File: src/rtl/ram_arb_pkg.sv
// Shared types and default RAM window for the fetch/data SRAM arbiter.
// The top level reuses RAM_BASE/RAM_WORDS so the wrapper and arbiter agree on the window.
package ram_arb_pkg;

  typedef enum logic [1:0] {
    RSP_NONE  = 2'd0,
    RSP_INSTR = 2'd1,
    RSP_DATA  = 2'd2
  } rsp_owner_e;

  localparam logic [31:0] RAM_BASE  = 32'h0000_0000;
  localparam int unsigned RAM_WORDS = 16384;

endpackage

File: src/rtl/ram_port_arbiter.sv
// Shares one single-port SRAM between instruction fetch and load/store.
// Data has priority; a saturating starvation counter forces a fetch grant after StarveLimit losses.
module ram_port_arbiter
  import ram_arb_pkg::*;
#(
  parameter int unsigned          AddrWidth   = 32,
  parameter int unsigned          DataWidth   = 32,
  parameter int unsigned          RamWords    = RAM_WORDS,
  parameter logic [AddrWidth-1:0] RamBase     = AddrWidth'(RAM_BASE),
  parameter int unsigned          StarveLimit = 4
) (
  input  logic                          clk_i,
  input  logic                          rst_ni,

  input  logic                          instr_req_i,
  input  logic [AddrWidth-1:0]          instr_addr_i,
  output logic                          instr_gnt_o,
  output logic                          instr_rvalid_o,
  output logic [DataWidth-1:0]          instr_rdata_o,
  output logic                          instr_err_o,

  input  logic                          data_req_i,
  input  logic                          data_we_i,
  input  logic [DataWidth/8-1:0]        data_be_i,
  input  logic [AddrWidth-1:0]          data_addr_i,
  input  logic [DataWidth-1:0]          data_wdata_i,
  output logic                          data_gnt_o,
  output logic                          data_rvalid_o,
  output logic [DataWidth-1:0]          data_rdata_o,
  output logic                          data_err_o,

  output logic                          ram_req_o,
  output logic                          ram_we_o,
  output logic [DataWidth/8-1:0]        ram_be_o,
  output logic [$clog2(RamWords)-1:0]   ram_addr_o,
  output logic [DataWidth-1:0]          ram_wdata_o,
  input  logic [DataWidth-1:0]          ram_rdata_i
);

  localparam int unsigned RamAw = $clog2(RamWords);
  localparam int unsigned CntW  = $clog2(StarveLimit + 1);
  localparam logic [CntW-1:0]    StarveMax = CntW'(StarveLimit);
  // One extra bit so the window end never wraps, even for a window at the top of the map.
  localparam logic [AddrWidth:0] WinLo = {1'b0, RamBase};
  localparam logic [AddrWidth:0] WinHi = WinLo + (AddrWidth + 1)'(4 * RamWords);

  function automatic logic in_window(input logic [AddrWidth-1:0] addr);
    return ({1'b0, addr} >= WinLo) && ({1'b0, addr} < WinHi);
  endfunction

  function automatic logic [RamAw-1:0] word_index(input logic [AddrWidth-1:0] addr);
    logic [AddrWidth-1:0] offset;
    offset = addr - RamBase;
    return RamAw'(offset >> 2);
  endfunction

  logic [CntW-1:0] starve_q, starve_d;
  rsp_owner_e      rsp_owner_q;
  logic            rsp_err_q;
  logic            rsp_store_q;

  logic starved;
  logic instr_in_win, data_in_win;
  logic instr_gnt, data_gnt;

  assign starved      = (starve_q == StarveMax);
  assign instr_in_win = in_window(instr_addr_i);
  assign data_in_win  = in_window(data_addr_i);

  // Grants are gated by reset so every output sits at its reset value while rst_ni is low.
  assign instr_gnt = rst_ni & instr_req_i & (~data_req_i | starved);
  assign data_gnt  = rst_ni & data_req_i & ~instr_gnt;

  assign instr_gnt_o = instr_gnt;
  assign data_gnt_o  = data_gnt;

  always_comb begin
    ram_req_o   = 1'b0;
    ram_we_o    = 1'b0;
    ram_be_o    = '0;
    ram_addr_o  = '0;
    ram_wdata_o = '0;
    if (instr_gnt && instr_in_win) begin
      ram_req_o  = 1'b1;
      ram_be_o   = '1;
      ram_addr_o = word_index(instr_addr_i);
    end else if (data_gnt && data_in_win) begin
      ram_req_o   = 1'b1;
      ram_we_o    = data_we_i;
      ram_be_o    = data_be_i;
      ram_addr_o  = word_index(data_addr_i);
      ram_wdata_o = data_wdata_i;
    end
  end

  always_comb begin
    starve_d = starve_q;
    if (!instr_req_i || instr_gnt) begin
      starve_d = '0;
    end else if (!starved) begin
      starve_d = starve_q + CntW'(1);
    end
  end

  always_ff @(posedge clk_i or negedge rst_ni) begin
    if (!rst_ni) begin
      starve_q <= '0;
    end else begin
      starve_q <= starve_d;
    end
  end

  // Response owner is captured on grant; the RAM returns data on the following cycle.
  always_ff @(posedge clk_i or negedge rst_ni) begin
    if (!rst_ni) begin
      rsp_owner_q <= RSP_NONE;
      rsp_err_q   <= 1'b0;
      rsp_store_q <= 1'b0;
    end else if (instr_gnt) begin
      rsp_owner_q <= RSP_INSTR;
      rsp_err_q   <= ~instr_in_win;
      rsp_store_q <= 1'b0;
    end else if (data_gnt) begin
      rsp_owner_q <= RSP_DATA;
      rsp_err_q   <= ~data_in_win;
      rsp_store_q <= data_we_i;
    end else begin
      rsp_owner_q <= RSP_NONE;
      rsp_err_q   <= 1'b0;
      rsp_store_q <= 1'b0;
    end
  end

  assign instr_rvalid_o = (rsp_owner_q == RSP_INSTR);
  assign instr_err_o    = instr_rvalid_o & rsp_err_q;
  assign instr_rdata_o  = (instr_rvalid_o && !rsp_err_q) ? ram_rdata_i : '0;

  assign data_rvalid_o = (rsp_owner_q == RSP_DATA);
  assign data_err_o    = data_rvalid_o & rsp_err_q;
  assign data_rdata_o  = (data_rvalid_o && !rsp_err_q && !rsp_store_q) ? ram_rdata_i : '0;

endmodule
File: config.mk
export PLATFORM = sky130hd
export DESIGN_NAME = ram_port_arbiter
export DESIGN_NICKNAME = d
export VERILOG_FILES = /design/src/rtl/ram_arb_pkg.sv /design/src/rtl/ram_port_arbiter.sv
export SDC_FILE = /design/constraint.sdc
export NUM_CORES = 1
export LEC_CHECK = 0
export BUFFER_PORTS_ARGS = -buffer_cell sky130_fd_sc_hd__buf_2
export CAP_MARGIN = 5
export CORE_AREA = 4 4 98 100
export DETAILED_ROUTE_END_ITERATION = 8
export DIE_AREA = 0 0 102 104
export GPL_ROUTABILITY_DRIVEN = 0
export GPL_TIMING_DRIVEN = 0
export MAX_ROUTING_LAYER = met4
export PLACE_DENSITY = 0.56
export SLEW_MARGIN = 10
export SYNTH_ARGS = -nofsm -noshare
export SYNTH_HDL_FRONTEND = slang
export SYNTH_SLANG_ARGS = --single-unit
File: constraint.sdc
create_clock -name clk_i -period 2 [get_ports clk_i]
set_input_delay 0.2 -clock clk_i [delete_from_list [all_inputs] [get_ports clk_i]]
set_output_delay 0.2 -clock clk_i [all_outputs]
set_load 0.01 [all_outputs]
## Word-level counts from Yosys, hierarchy flattened

Index checks and enable logic that the tools add are counted.

- Register bits: 7
- Input bits: 137
- Word-level logic and storage cells: 51

- Add/subtract/negate cells: 1
- Order comparisons: 2
- Equality and inequality tests: 4
- Mux-type cells: 20
- Bitwise gates (word level): 11
- Reduce and logical (&&, ||, !) cells: 9

Operators by type and width:

| operator | count |
|---|---|
| two-way mux 32 bit | 4 |
| less-than comparator 32 x 17 -> 1 bit (second input constant) | 2 |
| two-way mux 14 bit | 2 |
| two-way mux 1 bit | 8 |
| two-way mux 4 bit | 2 |
| bitwise AND 1 bit | 6 |
| two-way mux 3 bit | 2 |
| logical AND 1 bit | 5 |
| two-way mux 2 bit | 2 |
| inverter 1 bit | 4 |
| adder 3 x 1 -> 3 bit (second input constant) | 1 |
| == test 3 bit (second input constant) | 1 |
| zero test 1 bit | 3 |
| == test 2 x 1 -> 1 bit (second input constant) | 1 |
| == test 2 bit (second input constant) | 1 |
| inequality test 2 x 1 -> 1 bit (second input constant) | 1 |
| logical OR 1 bit | 1 |
| bitwise OR 1 bit | 1 |

## Depth between registers and ports, before layout

Gate-level depths: netlist of run 1.

- Depth in word-level cells: 8
- Gate-level depth with buffers: 7
- Gate-level depth less buffers: 6

## Worst setup path after synthesis of run 1

OpenSTA, ideal clock, no wires.

- Path type: flip-flop to output port
- From: register starve_q[0]
- To: output ram_wdata_o[23]
- Arrival time: 1.467 ns
- Slack: 0.333 ns
- Stages on the path, launching flop included: 8
- Buffers on the path: 1
- Path through: dfrtp_1 inv_1 ha_1 nand3_1 nand3_1 inv_2 clkbuf_1 and3_1

- Cells in the longest elaborated chain, start to end: 8
- Elaborated cells between the ends (all ways): 9

Ends and longest elaborated chain:

| element | line | source |
|---|---|---|
| start: declaration | ram_port_arbiter.sv:57 | `logic [CntW-1:0] starve_q, starve_d;` |
| start signal: assignment | ram_port_arbiter.sv:109 | `starve_q <= starve_d;` |
| == test 3 bit | ram_port_arbiter.sv:66 | `assign starved = (starve_q == StarveMax);` |
| bitwise OR 1 bit | ram_port_arbiter.sv:71 | `assign instr_gnt = rst_ni & instr_req_i & (~data_req_i \| starved);` |
| bitwise AND 1 bit | ram_port_arbiter.sv:71 |  |
| inverter 1 bit | ram_port_arbiter.sv:72 | `assign data_gnt = rst_ni & data_req_i & ~instr_gnt;` |
| bitwise AND 1 bit | ram_port_arbiter.sv:72 |  |
| net data_gnt_o | ram_port_arbiter.sv:27 | `output logic data_gnt_o,` |
| logical AND 1 bit | ram_port_arbiter.sv:87 | `end else if (data_gnt && data_in_win) begin` |
| two-way mux 32 bit | ram_port_arbiter.sv:87 |  |
| two-way mux 32 bit | ram_port_arbiter.sv:83 | `if (instr_gnt && instr_in_win) begin` |
| end: declaration | ram_port_arbiter.sv:36 | `output logic [DataWidth-1:0] ram_wdata_o,` |

The timed path passes the listed nets, and every way through them passes these cells.

## Worst setup path after layout of run 1

- From: register starve_q[0]
- To: output ram_addr_o[10]

- Cells in the longest elaborated chain, start to end: 8
- Elaborated cells between the ends (all ways): 9

Ends and longest elaborated chain:

| element | line | source |
|---|---|---|
| == test 3 bit * | ram_port_arbiter.sv:66 |  |
| bitwise OR 1 bit * | ram_port_arbiter.sv:71 |  |
| bitwise AND 1 bit * | ram_port_arbiter.sv:71 |  |
| inverter 1 bit | ram_port_arbiter.sv:72 |  |
| bitwise AND 1 bit | ram_port_arbiter.sv:72 |  |
| logical AND 1 bit | ram_port_arbiter.sv:87 |  |
| two-way mux 14 bit | ram_port_arbiter.sv:87 |  |
| two-way mux 14 bit * | ram_port_arbiter.sv:83 |  |
| end: declaration | ram_port_arbiter.sv:35 | `output logic [$clog2(RamWords)-1:0] ram_addr_o,` |

Every way passes the cells marked *; elsewhere a longest branch is shown, timed or not.

==> results by group, run 1 <==
Synthesis
  • Yosys top cell area share: 28.2%
  • Top cells by area, synth: and2_1 28%, and3_1 14%, a32o_1 12%, dfrtp_1 12%, nor3b_1 7.1%
  • Area leader, netlist: and2_1
  • Post-synthesis register bit count: 7
  • Synth Instances: 201
  • YS warnings: 0
  • Net Count, Synth: 340
  • Sequential element share of the synthesized area: 11.8%
  • Synthesized area: 0.00149 mm²
  • Avg Inst Size Synth: 7.40 µm²
  • Yosys cell types: 30

Layout
  • Layout Cells excl Fill: 573
  • Sequential cell area: 175 µm²
  • Most common cell after layout, fill and taps aside: buf_2
  • Area grow syn2layout: 105%
  • Most frequent cells in the layout: 257 x buf_2, 67 x and2_1, 34 x and3_1
  • Layout cell share with drive strength beyond 1: 61.9%
  • Area used by multi-input combinational logic: 0.00120 mm²
  • N_diodes: 0
  • Post-layout util: 35.1%
  • Fin nets: 605
  • Fill cells: 943

Hold path
  • Hold WC Path Type: input pin to register

Routing
  • DRT antenna net count: 0
  • DR vias: 2,534
  • DRT iter0 DRCs: 64
  • Router iterations before antenna repair: 4
  • WL final: 8.38 mm
  • Vias per cell: 4.42
  • Drt wl/cell: 14.6 µm
  • Drt drc: 0

Run status
  • Status: complete, no violations

Clock network
  • Num Clock Sinks: 7
  • Clock slew seen by the registers of the worst setup and hold paths: 0.04 ns
  • Clk root buf: clkbuf_8
  • Skew-Pair Late Insertion Delay: 0.22 ns
  • H-Tree Level Count: 1
  • Num CTS Buffers: 3
  • Maximum clock insertion buffer count: 2
  • CTS tree: yes

Global routing
  • First-pass GRT wire length: 12.5 mm
  • Global-route total usage across every layer: 14.9%
  • Largest net degree at the start of global routing: 12
  • Vias in the first global route: 2,463
  • Global route overflow: 0
  • Number of antenna violations at the first check in global routing: 0

Floorplanning
  • Die height: 104 µm
  • Cell Rows: 34
  • Die area: 0.0106 mm²
  • I/O pin cnt: 259
  • Chip Width: 102 µm
  • Core Footprint: 0.00868 mm²
  • Initial Utilization: 17.1%

Pwr
  • Peak supply drop: 0.0876 mV
  • Pleak: 1.99 nW
  • Tot Pwr: 0.704 mW
  • Power per Cell Area: 231 mW/mm²

Placed design
  • Port-buffer cells: 254
  • Hpwl dp: 7.27 mm
  • DP Cell Count: 563

Worst setup path
  • Data required time of the worst path: 1.80 ns
  • Max FO, Critical Path: 10
  • Setup CP Type: register to output port
  • Critical path startpoint category: register
  • Critical Path AT: 1.69 ns
  • CP Capture Type: output port

STA
  • Worst Max-Slew Pin Slew: 0.501 ns
  • Minimum clock period: 1.89 ns
  • Final Cycle Share: 94.6%
  • Post-Route Setup TNS: 0 ns
  • Max-slew violations: 0
  • Fmax: 529 MHz
  • Final hold viol count: 0
  • Final Skew: 0.000714 ns
  • Slew Limit Headroom: 66.6%
  • Final setup vio count: 0

Job
  • Max cap viols: 0
## critical path, stage by stage, from the launching register on
cell,delay [ns]
dfrtp_1,0.39
inv_2,0.09
ha_4,0.17
nand3_1,0.10
nand3_2,0.11
inv_4,0.08
buf_6,0.15
a32o_1,0.24
buf_2,0.14
## path summary, 6_finish.rpt
kind / start / to / slack, ns / cells past startpoint
max reg2reg: starve_q[0] / rsp_store_q / 0.61 / 7
max: starve_q[0] / ram_addr_o[10] / 0.11 / 8
min reg2reg: starve_q[0] / starve_q[0] / 0.58 / 3
max in group asynchronous: rst_ni / starve_q[1] / 1.27 / 2
min: data_we_i / rsp_store_q / 0.24 / 2
min in group asynchronous: rst_ni / starve_q[2] / 0.49 / 2
## power breakdown
part	leakage, nW	switching (mW)	total [mW]	internal [mW]
clock network	0.0255	0.0619	0.197	0.135
registers	0.0922	0.00779	0.159	0.151
logic	1.87	0.160	0.348	0.189
total	1.99	0.229	0.704	0.475
## flip-flops by register name, summed over array words and instances, names as in the netlist
signal,flops
rsp_err_q,1
rsp_store_q,1
starve_q,3
rsp_owner_q,2
## cell type report
class | count | area share [%]
inverters | 3 | 0.451
repair buffers | 260 | 43.2
multi-input cells | 170 | 39.4
plain buffers | 21 | 5.21
flip-flops and latches | 7 | 5.74
clock inverters | 1 | 0.164
well taps | 108 | 4.43
clock buffers | 3 | 1.35
## cells in the mapped netlist, drive strengths merged
master  number
and3        34
a32o        18
nor4         8
nor3b       15
nor3         1
a22o         1
and2b        2
and2        67
a21boi       4
buf         11
nand2        4
nor2         2
o21bai       1
nand3        3
nor2b        2
dfrtp        7
ha           2
nand2b       1
clkbuf      10
o32ai        1
and4         2
inv          3
or3          1
o21ai        1
## metal layers
layer  routed length, µm  global-route usage (%)
met1                3010                    15.9
met3                 846                    2.01
met2                4440                    28.4
met5                   0                       -
met4                  76                    2.91
## per-stage QoR
stage | worst slack (ns) | hold WS, ns | instance area [µm²]
5_1_grt | -0.000379 | 0.261 | 3050
4_1_cts | 0.0100 | 0.252 | 3000
3_5_place_dp | -0.0663 | 0.0790 | 2890
3_3_place_gp | -0.0558 | 0.0751 | 2890
2_1_floorplan | 0.333 | -0.0956 | 1490
6_report | 0.108 | 0.244 | 3050
## kinds of logic (layout without fill, tap and decap cells)
group	after synthesis	after routing	synth area share, %
flops	7	7	11.8
simple gates	142	142	60.5
buf+inv	24	288	9.67
fa+ha+maj	2	2	1.68
compound gates	26	26	16.4
## timing repair
item / 4_1_cts / 5_1_grt
hold endpoints to repair: 7 / 0
hold buffers: 1 / 0
gates cloned: 0 / 0
gates resized for setup: 10 / 20
endpoints found under the setup margin: 55 / 73
pin swaps: 1 / 2
setup buffers: 2 / 3
Note: power is estimated with default switching activity, not from simulation.
==> run 2, diff against run 1 <==
==> constraint.sdc (replaced) <==
create_clock -name clk_i -period 2 [get_ports clk_i]
set_input_delay 0.4 -clock clk_i [delete_from_list [all_inputs] [get_ports clk_i]]
set_output_delay 0.4 -clock clk_i [all_outputs]
set_load 0.01 [all_outputs]
==> results by group, run 2 (synthesis gave the netlist of run 1 again) <==
Job
  • Max cap viols: 0 (unchanged)

Worst setup path
  • CP Capture Type: output port (unchanged)
  • Setup CP Type: register to output port (unchanged)
  • Data required time of the worst path: 1.60 ns (was 1.80 ns)
  • Delay-heaviest family, CP: buffers and inverters (unchanged)
  • Critical path startpoint category: register (unchanged)
  • Worst Path Buf+Inv: 4 (unchanged)
  • Critical Path AT: 1.66 ns (was 1.69 ns)
  • CP Cell Sequence: inv_2, ha_4, nand3_4, nand3_4, inv_8, buf_8, a32o_1, buf_2 (was inv_2, ha_4, nand3_1, nand3_2, inv_4, buf_6, a32o_1, buf_2)
  • Max FO, Critical Path: 10 (unchanged)
  • CP max stage cell: dfrtp_1 (unchanged)
  • Max stage delay on crit path: 0.39 ns (about the same)
  • CP dominant cell by count: nand3_4

STA
  • RSZ-0062 raised after global routing: yes
  • Final Skew: 0.000303 ns (was 0.000714 ns)
  • Final hold viol count: 0 (unchanged)
  • Slew Limit Headroom: 78.6% (was 66.6%)
  • Final Worst Setup Slack: -0.0563 ns (was 0.108 ns)
  • Fmax: 486 MHz (was 529 MHz)
  • Worst Max-Slew Pin Slew: 0.320 ns (was 0.501 ns)
  • Final setup vio count: 26 (was 0)
  • Final Cycle Share: 103% (was 94.6%)
  • Minimum clock period: 2.06 ns (was 1.89 ns)
  • Post-Route Setup TNS: -0.762 ns (was 0 ns)
  • Max-slew violations: 0 (unchanged)

Pwr
  • Pleak: 2.09 nW (was 1.99 nW)
  • Tot Pwr: 0.754 mW (was 0.704 mW)
  • Power per Cell Area: 228 mW/mm² (was 231 mW/mm²)
  • Peak supply drop: 0.0915 mV (was 0.0876 mV)

Global routing
  • Vias in the first global route: 2,501 (was 2,463)
  • Global Route met2 Usage: 28.9% (was 28.4%)
  • Met3 Usage GRT: 2.08% (was 2.01%)
  • Met1 usage: 16.2% (was 15.9%)
  • Global-route total usage across every layer: 15.1% (was 14.9%)
  • First-pass GRT wire length: 12.6 mm (was 12.5 mm)
  • Number of antenna violations at the first check in global routing: 0 (unchanged)
  • Gr busiest metal: met2 (unchanged)
  • Global route overflow: 0 (unchanged)
  • Largest net degree at the start of global routing: 14 (was 12)

Hold path
  • Hold WC Path Type: input pin to asynchronous set/reset pin (was input pin to register)

Routing
  • Vias per cell: 4.44 (was 4.42)
  • Router iterations before antenna repair: 4 (unchanged)
  • WL final: 8.64 mm (was 8.38 mm)
  • DR vias: 2,592 (was 2,534)
  • Drt drc: 0 (unchanged)
  • Drt wl/cell: 14.8 µm (was 14.6 µm)
  • DRT iter0 DRCs: 62 (was 64)
  • DRT antenna net count: 0 (unchanged)

Clock network
  • Skew-Pair Late Insertion Delay: 0.22 ns (about the same)
  • Clock slew seen by the registers of the worst setup and hold paths: 0.04 ns (about the same)
  • Maximum clock insertion buffer count: 2 (unchanged)
  • Num CTS Buffers: 3 (unchanged)
  • H-Tree Level Count: 1 (unchanged)
  • Clk root buf: clkbuf_8 (unchanged)
  • CTS tree: yes (unchanged)
  • Num Clock Sinks: 7 (unchanged)
  • Hold buffer count at cts: 0 (was 1)

Run status
  • Status: finished with violations (was complete, no violations)
  • Failing checks: setup timing

Floorplanning
  • Cell Rows: 34 (unchanged)
  • I/O pin cnt: 259 (unchanged)
  • Core Footprint: 0.00868 mm² (unchanged)
  • Initial Utilization: 17.1% (unchanged)
  • Die height: 104 µm (unchanged)
  • Die area: 0.0106 mm² (unchanged)
  • Chip Width: 102 µm (unchanged)

Layout
  • Biggest register: starve_q (unchanged)
  • Layout Cells excl Fill: 584 (was 573)
  • Post-route cell area: 0.00331 mm² (was 0.00305 mm²)
  • Largest register FFs: 3 (unchanged)
  • Area grow syn2layout: 122% (was 105%)
  • Layout cell share with drive strength beyond 1: 66.6% (was 61.9%)
  • Most frequent cells in the layout: 249 x buf_2, 65 x and2_1, 34 x and3_1 (was 257 x buf_2, 67 x and2_1, 34 x and3_1)
  • Fin nets: 616 (was 605)
  • Post-layout util: 38.1% (was 35.1%)
  • Most common cell after layout, fill and taps aside: buf_2 (unchanged)
  • N_diodes: 0 (unchanged)
  • Regs by FF count: starve_q: 3 flops, rsp_owner_q: 2 flops (unchanged)

Placed design
  • Hpwl dp: 7.27 mm (unchanged)
  • DP Cell Count: 563 (unchanged)
  • Port-buffer cells: 254 (unchanged)
  • DP Area: 0.00289 mm² (unchanged)
[run 2: repair_timing]
action                                  4_1_cts  5_1_grt
pin swaps                                     4        4
buffers inserted                             11        4
resized for setup                            44       25
cloned                                        2        0
endpoints found under the setup margin       89      111
[run 2: power by group]
group          leakage [nW]  internal, mW  total (mW)  switching [mW]
sequential           0.0922         0.151       0.159         0.00826
clock                0.0255         0.135       0.198          0.0629
combinational          1.97         0.221       0.397           0.176
[run 2: through the flow]
stage | hold slack [ns] | setup slack [ns]
global route | 0.00936 | -0.150
finish | 0.00942 | -0.0563
floorplan | 0.104 | 0.133
global placement | 0.275 | -0.256
detailed placement | 0.279 | -0.266
CTS | 0.00828 | -0.0404
[run 2: worst paths after layout]
kind                        startpoint        endpoint  slack, ns  cells past startpoint
max reg2reg                starve_q[0]     rsp_store_q       0.65                      7
min                             rst_ni     starve_q[0]      0.009                      1
max                        starve_q[0]  ram_addr_o[10]      -0.06                      8
min reg2reg                starve_q[0]     starve_q[0]       0.71                      4
min in group clk_i           data_we_i     rsp_store_q       0.44                      2
max in group asynchronous       rst_ni     starve_q[1]       1.83                      1
[run 2: cell type report]
type                    count  area, µm²
flip-flops and latches      7        175
inverters                   3       18.8
fillers                   922       5370
clock buffers               3       41.3
repair buffers            271       1440
plain buffers              21        211
multi-input cells         170       1280
well taps                 108        135
clock inverters             1       5.00
[run 2: metal layers]
metal  part of all wire [%]  vias up
li1                       -     1274
met1                     35     1160
met2                     54      154
met3                     10        4
met4                   0.66        0
met5                      0        -
